--- config.mk ---
export PLATFORM = sky130hd
export DESIGN_NAME = pipeline_control_flat
export DESIGN_NICKNAME = d
export VERILOG_FILES = /design/src/rtl/pipeline_control_if.sv /design/src/rtl/pipeline_control.sv /design/src/flat_wrapper.sv
export SDC_FILE = /design/constraint.sdc
export NUM_CORES = 1
export LEC_CHECK = 0
export ABC_CLOCK_PERIOD_IN_PS = 2700
export BUFFER_PORTS_ARGS = -buffer_cell sky130_fd_sc_hd__buf_2
export CAP_MARGIN = 20
export CORE_ASPECT_RATIO = 2
export CORE_UTILIZATION = 45
export CTS_CLUSTER_SIZE = 30
export DETAILED_ROUTE_END_ITERATION = 16
export PLACE_DENSITY = 0.75
export SLEW_MARGIN = 20
export SYNTH_ARGS = -nofsm -noshare
export SYNTH_HDL_FRONTEND = slang
export SYNTH_SLANG_ARGS = --single-unit
export TNS_END_PERCENT = 10
--- constraint.sdc ---
create_clock -name clk -period 2.7 [get_ports clk]
set_input_delay 0.54 -clock clk [delete_from_list [all_inputs] [get_ports clk]]
set_output_delay 0.54 -clock clk [all_outputs]
set_load 0.01 [all_outputs]
--- src/rtl/pipeline_control_if.sv ---
// Pipeline-side bundle for the stall/flush controller.
// It carries the stage-buffer status fields, the memory handshakes and the buffer load/flush controls.
interface pipeline_control_if;
    logic [2:0] id_src1;
    logic [2:0] id_src2;
    logic       id_uses_src1;
    logic       id_uses_src2;
    logic [2:0] ex_dest;
    logic       ex_is_load;
    logic       ex_regwrite;
    logic       br_taken;
    logic       imem_resp;
    logic       dmem_req;
    logic       dmem_resp;

    logic       imem_read;
    logic       load_pc;
    logic       pcmux_sel;
    logic       load_if_id;
    logic       load_id_ex;
    logic       load_ex_mem;
    logic       load_mem_wb;
    logic       flush_if_id;
    logic       flush_id_ex;
    logic       flush_ex_mem;

    // The controller side drives the buffer controls.
    modport master (
        input  id_src1, id_src2, id_uses_src1, id_uses_src2, ex_dest,
               ex_is_load, ex_regwrite, br_taken, imem_resp, dmem_req, dmem_resp,
        output imem_read, load_pc, pcmux_sel, load_if_id, load_id_ex, load_ex_mem,
               load_mem_wb, flush_if_id, flush_id_ex, flush_ex_mem
    );

    modport slave (
        output id_src1, id_src2, id_uses_src1, id_uses_src2, ex_dest,
               ex_is_load, ex_regwrite, br_taken, imem_resp, dmem_req, dmem_resp,
        input  imem_read, load_pc, pcmux_sel, load_if_id, load_id_ex, load_ex_mem,
               load_mem_wb, flush_if_id, flush_id_ex, flush_ex_mem
    );
endinterface

--- src/rtl/pipeline_control.sv ---
// Stall, flush and bubble controller for the 5-stage LC-3b pipeline.
// It also tracks memory waits with a sticky watchdog and keeps saturating performance counters.
module pipeline_control #(
    parameter int TIMEOUT   = 64,
    parameter int CNT_WIDTH = 16
) (
    input  logic                  clk,
    input  logic                  reset,
    pipeline_control_if.master    pipe,
    input  logic                  count_clear,
    output logic                  mem_timeout,
    output logic [CNT_WIDTH-1:0]  stall_cycles,
    output logic [CNT_WIDTH-1:0]  bubble_count,
    output logic [CNT_WIDTH-1:0]  flush_count
);

    localparam int WAIT_W = $clog2(TIMEOUT + 1);
    localparam logic [WAIT_W-1:0] WAIT_MAX = WAIT_W'(TIMEOUT);

    typedef enum logic {RUN = 1'b0, MEM_WAIT = 1'b1} state_t;

    state_t            state_q, state_d;
    logic [WAIT_W-1:0] wait_cnt, wait_d;
    logic              fetch_req;
    logic              memstall;
    logic              hazard;
    logic              do_stall, do_redirect, do_bubble;
    logic              timeout_hit;

    assign fetch_req = !reset;
    assign memstall  = (fetch_req && !pipe.imem_resp) || (pipe.dmem_req && !pipe.dmem_resp);
    assign hazard    = pipe.ex_is_load && pipe.ex_regwrite &&
                       ((pipe.id_uses_src1 && (pipe.id_src1 == pipe.ex_dest)) ||
                        (pipe.id_uses_src2 && (pipe.id_src2 == pipe.ex_dest)));

    // A memory stall freezes everything, so a redirect or a bubble only takes effect once it ends.
    assign do_stall    = !reset && memstall;
    assign do_redirect = !reset && !memstall && pipe.br_taken;
    assign do_bubble   = !reset && !memstall && !pipe.br_taken && hazard;

    // NOTE: every output gets a default before the priority chain, so no path leaves one unassigned and no latch is inferred.
    always_comb begin
        pipe.imem_read    = fetch_req;
        pipe.load_pc      = 1'b1;
        pipe.pcmux_sel    = 1'b0;
        pipe.load_if_id   = 1'b1;
        pipe.load_id_ex   = 1'b1;
        pipe.load_ex_mem  = 1'b1;
        pipe.load_mem_wb  = 1'b1;
        pipe.flush_if_id  = 1'b0;
        pipe.flush_id_ex  = 1'b0;
        pipe.flush_ex_mem = 1'b0;
        if (reset) begin
            pipe.load_pc      = 1'b0;
            pipe.load_if_id   = 1'b0;
            pipe.load_id_ex   = 1'b0;
            pipe.load_ex_mem  = 1'b0;
            pipe.load_mem_wb  = 1'b0;
            pipe.flush_if_id  = 1'b1;
            pipe.flush_id_ex  = 1'b1;
            pipe.flush_ex_mem = 1'b1;
        end else if (do_stall) begin
            pipe.load_pc     = 1'b0;
            pipe.load_if_id  = 1'b0;
            pipe.load_id_ex  = 1'b0;
            pipe.load_ex_mem = 1'b0;
            pipe.load_mem_wb = 1'b0;
        end else if (do_redirect) begin
            pipe.pcmux_sel    = 1'b1;
            pipe.flush_if_id  = 1'b1;
            pipe.flush_id_ex  = 1'b1;
            pipe.flush_ex_mem = 1'b1;
        end else if (do_bubble) begin
            // Hold PC and ID, and push a NOP into EX in place of the dependent instruction.
            pipe.load_pc     = 1'b0;
            pipe.load_if_id  = 1'b0;
            pipe.flush_id_ex = 1'b1;
        end
    end

    // The first stall cycle counts as wait cycle 1, so the watchdog trips after TIMEOUT consecutive stall cycles.
    always_comb begin
        state_d = state_q;
        wait_d  = wait_cnt;
        unique case (state_q)
            RUN: begin
                if (memstall) begin
                    state_d = MEM_WAIT;
                    wait_d  = WAIT_W'(1);
                end
            end
            MEM_WAIT: begin
                if (!memstall) begin
                    state_d = RUN;
                    wait_d  = '0;
                end else if (wait_cnt != WAIT_MAX) begin
                    wait_d = wait_cnt + WAIT_W'(1);
                end
            end
        endcase
    end

    assign timeout_hit = (wait_d == WAIT_MAX);

    // NOTE: sequential state uses non-blocking assignments so every register samples pre-edge values.
    always_ff @(posedge clk) begin
        if (reset) begin
            state_q      <= RUN;
            wait_cnt     <= '0;
            mem_timeout  <= 1'b0;
            stall_cycles <= '0;
            bubble_count <= '0;
            flush_count  <= '0;
        end else begin
            state_q  <= state_d;
            wait_cnt <= wait_d;
            if (count_clear) begin
                mem_timeout  <= 1'b0;
                stall_cycles <= '0;
                bubble_count <= '0;
                flush_count  <= '0;
            end else begin
                if (timeout_hit)
                    mem_timeout <= 1'b1;
                if (do_stall && stall_cycles != '1)
                    stall_cycles <= stall_cycles + CNT_WIDTH'(1);
                if (do_bubble && bubble_count != '1)
                    bubble_count <= bubble_count + CNT_WIDTH'(1);
                if (do_redirect && flush_count != '1)
                    flush_count <= flush_count + CNT_WIDTH'(1);
            end
        end
    end

endmodule

--- src/flat_wrapper.sv ---
// flat-port wrapper written by rule: the top's interface ports become plain ports
module pipeline_control_flat 
#(
    parameter int TIMEOUT   = 64,
    parameter int CNT_WIDTH = 16
)
  (clk, reset, count_clear, mem_timeout, stall_cycles, bubble_count, flush_count, pipe_id_src1, pipe_id_src2, pipe_id_uses_src1, pipe_id_uses_src2, pipe_ex_dest, pipe_ex_is_load, pipe_ex_regwrite, pipe_br_taken, pipe_imem_resp, pipe_dmem_req, pipe_dmem_resp, pipe_imem_read, pipe_load_pc, pipe_pcmux_sel, pipe_load_if_id, pipe_load_id_ex, pipe_load_ex_mem, pipe_load_mem_wb, pipe_flush_if_id, pipe_flush_id_ex, pipe_flush_ex_mem);
  pipeline_control_if pipe_i ();
  input  logic clk;
  input  logic reset;
  input  logic count_clear;
  output logic mem_timeout;
  output logic [CNT_WIDTH-1:0] stall_cycles;
  output logic [CNT_WIDTH-1:0] bubble_count;
  output logic [CNT_WIDTH-1:0] flush_count;
  input wire logic [$bits(pipe_i.id_src1)-1:0] pipe_id_src1;
  input wire logic [$bits(pipe_i.id_src2)-1:0] pipe_id_src2;
  input wire logic [$bits(pipe_i.id_uses_src1)-1:0] pipe_id_uses_src1;
  input wire logic [$bits(pipe_i.id_uses_src2)-1:0] pipe_id_uses_src2;
  input wire logic [$bits(pipe_i.ex_dest)-1:0] pipe_ex_dest;
  input wire logic [$bits(pipe_i.ex_is_load)-1:0] pipe_ex_is_load;
  input wire logic [$bits(pipe_i.ex_regwrite)-1:0] pipe_ex_regwrite;
  input wire logic [$bits(pipe_i.br_taken)-1:0] pipe_br_taken;
  input wire logic [$bits(pipe_i.imem_resp)-1:0] pipe_imem_resp;
  input wire logic [$bits(pipe_i.dmem_req)-1:0] pipe_dmem_req;
  input wire logic [$bits(pipe_i.dmem_resp)-1:0] pipe_dmem_resp;
  output wire logic [$bits(pipe_i.imem_read)-1:0] pipe_imem_read;
  output wire logic [$bits(pipe_i.load_pc)-1:0] pipe_load_pc;
  output wire logic [$bits(pipe_i.pcmux_sel)-1:0] pipe_pcmux_sel;
  output wire logic [$bits(pipe_i.load_if_id)-1:0] pipe_load_if_id;
  output wire logic [$bits(pipe_i.load_id_ex)-1:0] pipe_load_id_ex;
  output wire logic [$bits(pipe_i.load_ex_mem)-1:0] pipe_load_ex_mem;
  output wire logic [$bits(pipe_i.load_mem_wb)-1:0] pipe_load_mem_wb;
  output wire logic [$bits(pipe_i.flush_if_id)-1:0] pipe_flush_if_id;
  output wire logic [$bits(pipe_i.flush_id_ex)-1:0] pipe_flush_id_ex;
  output wire logic [$bits(pipe_i.flush_ex_mem)-1:0] pipe_flush_ex_mem;
  assign pipe_i.id_src1 = pipe_id_src1;
  assign pipe_i.id_src2 = pipe_id_src2;
  assign pipe_i.id_uses_src1 = pipe_id_uses_src1;
  assign pipe_i.id_uses_src2 = pipe_id_uses_src2;
  assign pipe_i.ex_dest = pipe_ex_dest;
  assign pipe_i.ex_is_load = pipe_ex_is_load;
  assign pipe_i.ex_regwrite = pipe_ex_regwrite;
  assign pipe_i.br_taken = pipe_br_taken;
  assign pipe_i.imem_resp = pipe_imem_resp;
  assign pipe_i.dmem_req = pipe_dmem_req;
  assign pipe_i.dmem_resp = pipe_dmem_resp;
  assign pipe_imem_read = pipe_i.imem_read;
  assign pipe_load_pc = pipe_i.load_pc;
  assign pipe_pcmux_sel = pipe_i.pcmux_sel;
  assign pipe_load_if_id = pipe_i.load_if_id;
  assign pipe_load_id_ex = pipe_i.load_id_ex;
  assign pipe_load_ex_mem = pipe_i.load_ex_mem;
  assign pipe_load_mem_wb = pipe_i.load_mem_wb;
  assign pipe_flush_if_id = pipe_i.flush_if_id;
  assign pipe_flush_id_ex = pipe_i.flush_id_ex;
  assign pipe_flush_ex_mem = pipe_i.flush_ex_mem;
  pipeline_control #(.TIMEOUT(TIMEOUT), .CNT_WIDTH(CNT_WIDTH)) u_core (.clk(clk), .reset(reset), .pipe(pipe_i), .count_clear(count_clear), .mem_timeout(mem_timeout), .stall_cycles(stall_cycles), .bubble_count(bubble_count), .flush_count(flush_count));
endmodule
==> flow_metrics.py <==
metrics = {
    "pwr": {
        "internal_power_uw": 1680,
        "p_comb_share_pct": 5.1,
        "switching_share_pct": 20.6,
        "power_frac_clock_pct": 54.5,
        "ir_worst_vdd_mv": 0.326,
        "switchingPower_uw": 436,
        "power_uw": 2120,
        "p_leak_uw": 0.00149,
        "p_per_area_mw_per_mm2": 578,
        "p_seq_share_pct": 40.3,
    },
    "route": {
        "drcViolationCount": 0,
        "drt_iter0_markers": 109,
        "wl_mm": 7.06,
        "vias": 2792,
        "route.detailed.wl_per_inst_um": 13.5,
        "drtPass1Iterations": 4,
        "vias_per_cell": 5.32,
        "ant_nets": 0,
    },
    "cells_and_area": {
        "most-common-layout-cells": "buf_2, nor2_1, dfxtp_1, xor2_1, nand2_1",
        "layout-drive-gt1-share_pct": 23.6,
        "final_area_mm2": 0.00366,
        "nets": 461,
        "area_growth_pct": 27.4,
        "finalNonFillerCells": 525,
        "layout_commonest_cell": "buf_2",
        "n_antenna_cell": 0,
    },
    "worst_setup_path": {
        "cp_cell_sequence": "buf_2 -> xnor2_1 -> nand4_1 -> a2111oi_4 -> or2_2 -> buf_2",
        "required_ps": 2160,
        "crit_family": "compound AO/OA/AOI/OAI gates",
        "crit_start": "pipe_ex_dest[0]",
        "worst_path_most_repeated_cell": "buf_2",
        "path_buf_inv": 2,
        "crit_arrival_ps": 1690,
        "cp_max_fo": 3,
        "cpMaxStageDelayCell": "a2111oi_4",
        "slowest_delay_ps": 420,
        "cp-start-kind": "primary input",
        "regToRegStartpoint": "u_core.wait_cnt[0]$_SDFF_PP0_",
        "critPathKind": "in -> out",
        "critPathCaptureType": "output port",
    },
    "cts": {
        "insertion_delay_ps": 330,
        "htree_levels": 3,
        "clk_pin_slew_worst_paths_ps": 50,
        "cts_buffers": 9,
        "cts_buffer_depth": 2,
        "cts_num_sinks": 57,
        "postCtsSetupBuffers": 0,
        "cts_root_buffer": "clkbuf_16",
        "cts_resized": 0,
        "holdBufCountCts": 0,
        "cts_tree": "done",
    },
    "synth": {
        "synthXorXnorAreaFrac_pct": 14.6,
        "synth_top_family_by_area": "simple AND/OR/NAND/NOR gates",
        "netlist_area_mm2": 0.00287,
        "syn-num-nets": 379,
        "syn_avg_cell_area_um2": 8.12,
        "yosys.area_share.adder_pct": 2.18,
        "yosysWarnings": 0,
        "muxShareOfSynthArea_pct": 0,
        "synth_cells": 354,
        "ys_seq_area_share_pct": 39.7,
        "synth_compound_area_share_pct": 8.92,
        "yosys.area_share.simple_pct": 30.9,
        "ys_seq_elements": 57,
        "synth_cell_type_count": 40,
    },
    "die": {
        "start_util_pct": 47.1,
        "die_y_um": 115,
        "die_area_mm2": 0.00673,
        "ios": 79,
        "die_w_um": 58.5,
        "rows": 40,
        "core_mm2": 0.00611,
    },
    "sta": {
        "relSlewSlack_pct": 64.2,
        "tns_ps": 0,
        "timing.fmax_ghz": 0.449,
        "tightest_slew_ps": 532,
        "finalHoldViolCount": 0,
        "finalClockSkew_ps": 7.64,
        "drv_slew": 0,
        "grt_setup_unrepaired": "no",
        "min_period_ps": 2230,
        "min_period_over_period_pct": 82.5,
        "setup_violations": 0,
    },
    "global_routing": {
        "overflow": 0,
        "grt_pass1_vias": 2641,
        "antenna_found_initial": 0,
        "grt_pass1_wl_mm": 11.6,
        "grt_usage_pct": 22.7,
        "grt_max_degree": 49,
    },
    "placed_design": {
        "port-buffer-count": 78,
        "dpl.cell_count": 509,
        "hpwl_mm": 5.21,
        "gp_congestion": 0.928,
        "place_area_mm2": 0.00335,
    },
    "run_status": {
        "status": "finished, final reports clean",
    },
    "run": {
        "maxCapViolCount": 0,
    },
    "min_path": {
        "worstHoldStart": "u_core.mem_timeout$_SDFFE_PP0N_",
        "min_path_type": "reg -> reg",
    },
}
## state kept, by name, summed over array words and instances, names as in the netlist
signal and count:
u_core.state_q 1, u_core.flush_count 16, u_core.wait_cnt 7, u_core.mem_timeout 1, u_core.stall_cycles 16, u_core.bubble_count 16
## stage by stage
stage / hold WS, ps / utilization, % / setup WS (ps)
6_report: 474 / 60.0 / 473
5_1_grt: 506 / 60.0 / 377
4_1_cts: 472 / 60.0 / 462
3_5_place_dp: 461 / 54.9 / 345
3_3_place_gp: 458 / 54.9 / 420
2_1_floorplan: 486 / - / 379
## kinds of logic after synthesis
kind of cell	Yosys count
adders and majority gates	5
xor gates and xnor gates	48
DFF	57
AOI/OAI and AO/OA	39
and+or+nand+nor	181
buffers and inverters	24
## cell type report
cell class | count | area (µm²)
clock buffer | 14 | 274
clock inverter | 2 | 35.0
tap | 84 | 105
sequential | 57 | 1140
timing repair buffer | 85 | 443
fill | 590 | 2440
inverter | 10 | 37.5
multi-input combinational | 273 | 1630
## cells in the mapped netlist
cell type   n  area share, %
nor2_1     66            8.6
nand4_1    21            4.6
buf_1       1           0.13
nand3_1    23            4.0
nor3b_1     1           0.26
a22oi_1     3           0.78
or4_1       2           0.52
a211o_1     1           0.30
buf_2       1           0.17
and4_1      1           0.30
nor4_1      2           0.44
nor3_1      9            1.6
nand3b_1    1           0.26
o21bai_1    2           0.52
o22ai_1     1           0.22
or2_2       2           0.44
and2_1      2           0.44
nor2b_1     5            1.1
or3_1       7            1.5
dfxtp_1    57             40
nand4b_1    1           0.30
buf_4       4            1.0
a21o_1      1           0.26
a2111oi_4   1           0.96
xnor2_1    23            7.0
nand2_1    24            3.1
a2bb2o_1    1           0.35
nand2b_1    3           0.65
and3_1      8            1.7
o21ai_0    10            1.7
xor2_1     25            7.6
a2bb2oi_1   1           0.30
a21oi_1    16            2.8
a32o_1      1           0.35
clkbuf_1    8            1.0
o211a_1     1           0.35
inv_1      10            1.3
ha_1        5            2.2
nor4b_1     1           0.30
nand3_2     2           0.70
## path summary, 6_finish.rpt
path	end	slack, ps	depth (start not counted)
min	u_core.mem_timeout$_SDFFE_PP0N_	470	1
max	pipe_flush_id_ex	470	6
min reg2reg	u_core.mem_timeout$_SDFFE_PP0N_	470	1
max reg2reg	u_core.mem_timeout$_SDFFE_PP0N_	590	7
## routing by layer
layer	vias to the layer above	wire length [µm]	share of wire (%)	track usage (%)
li1	1377	-	-	-
met1	1310	2700	38	23.7
met2	89	3800	54	40.2
met3	16	354	5.0	5.74
met4	0	205	2.9	13.0
met5	-	0	0	0
## power groups by stage
stage          sequential [µW]  combinational, µW  clock (µW)
4_1_cts                    853                109        1170
3_3_place_gp               870                107           0
5_1_grt                    853                120        1220
3_5_place_dp               870                108           0
6_report                   853                108        1150
2_1_floorplan              869               68.2           0
Power figures use the tool's default switching activity.
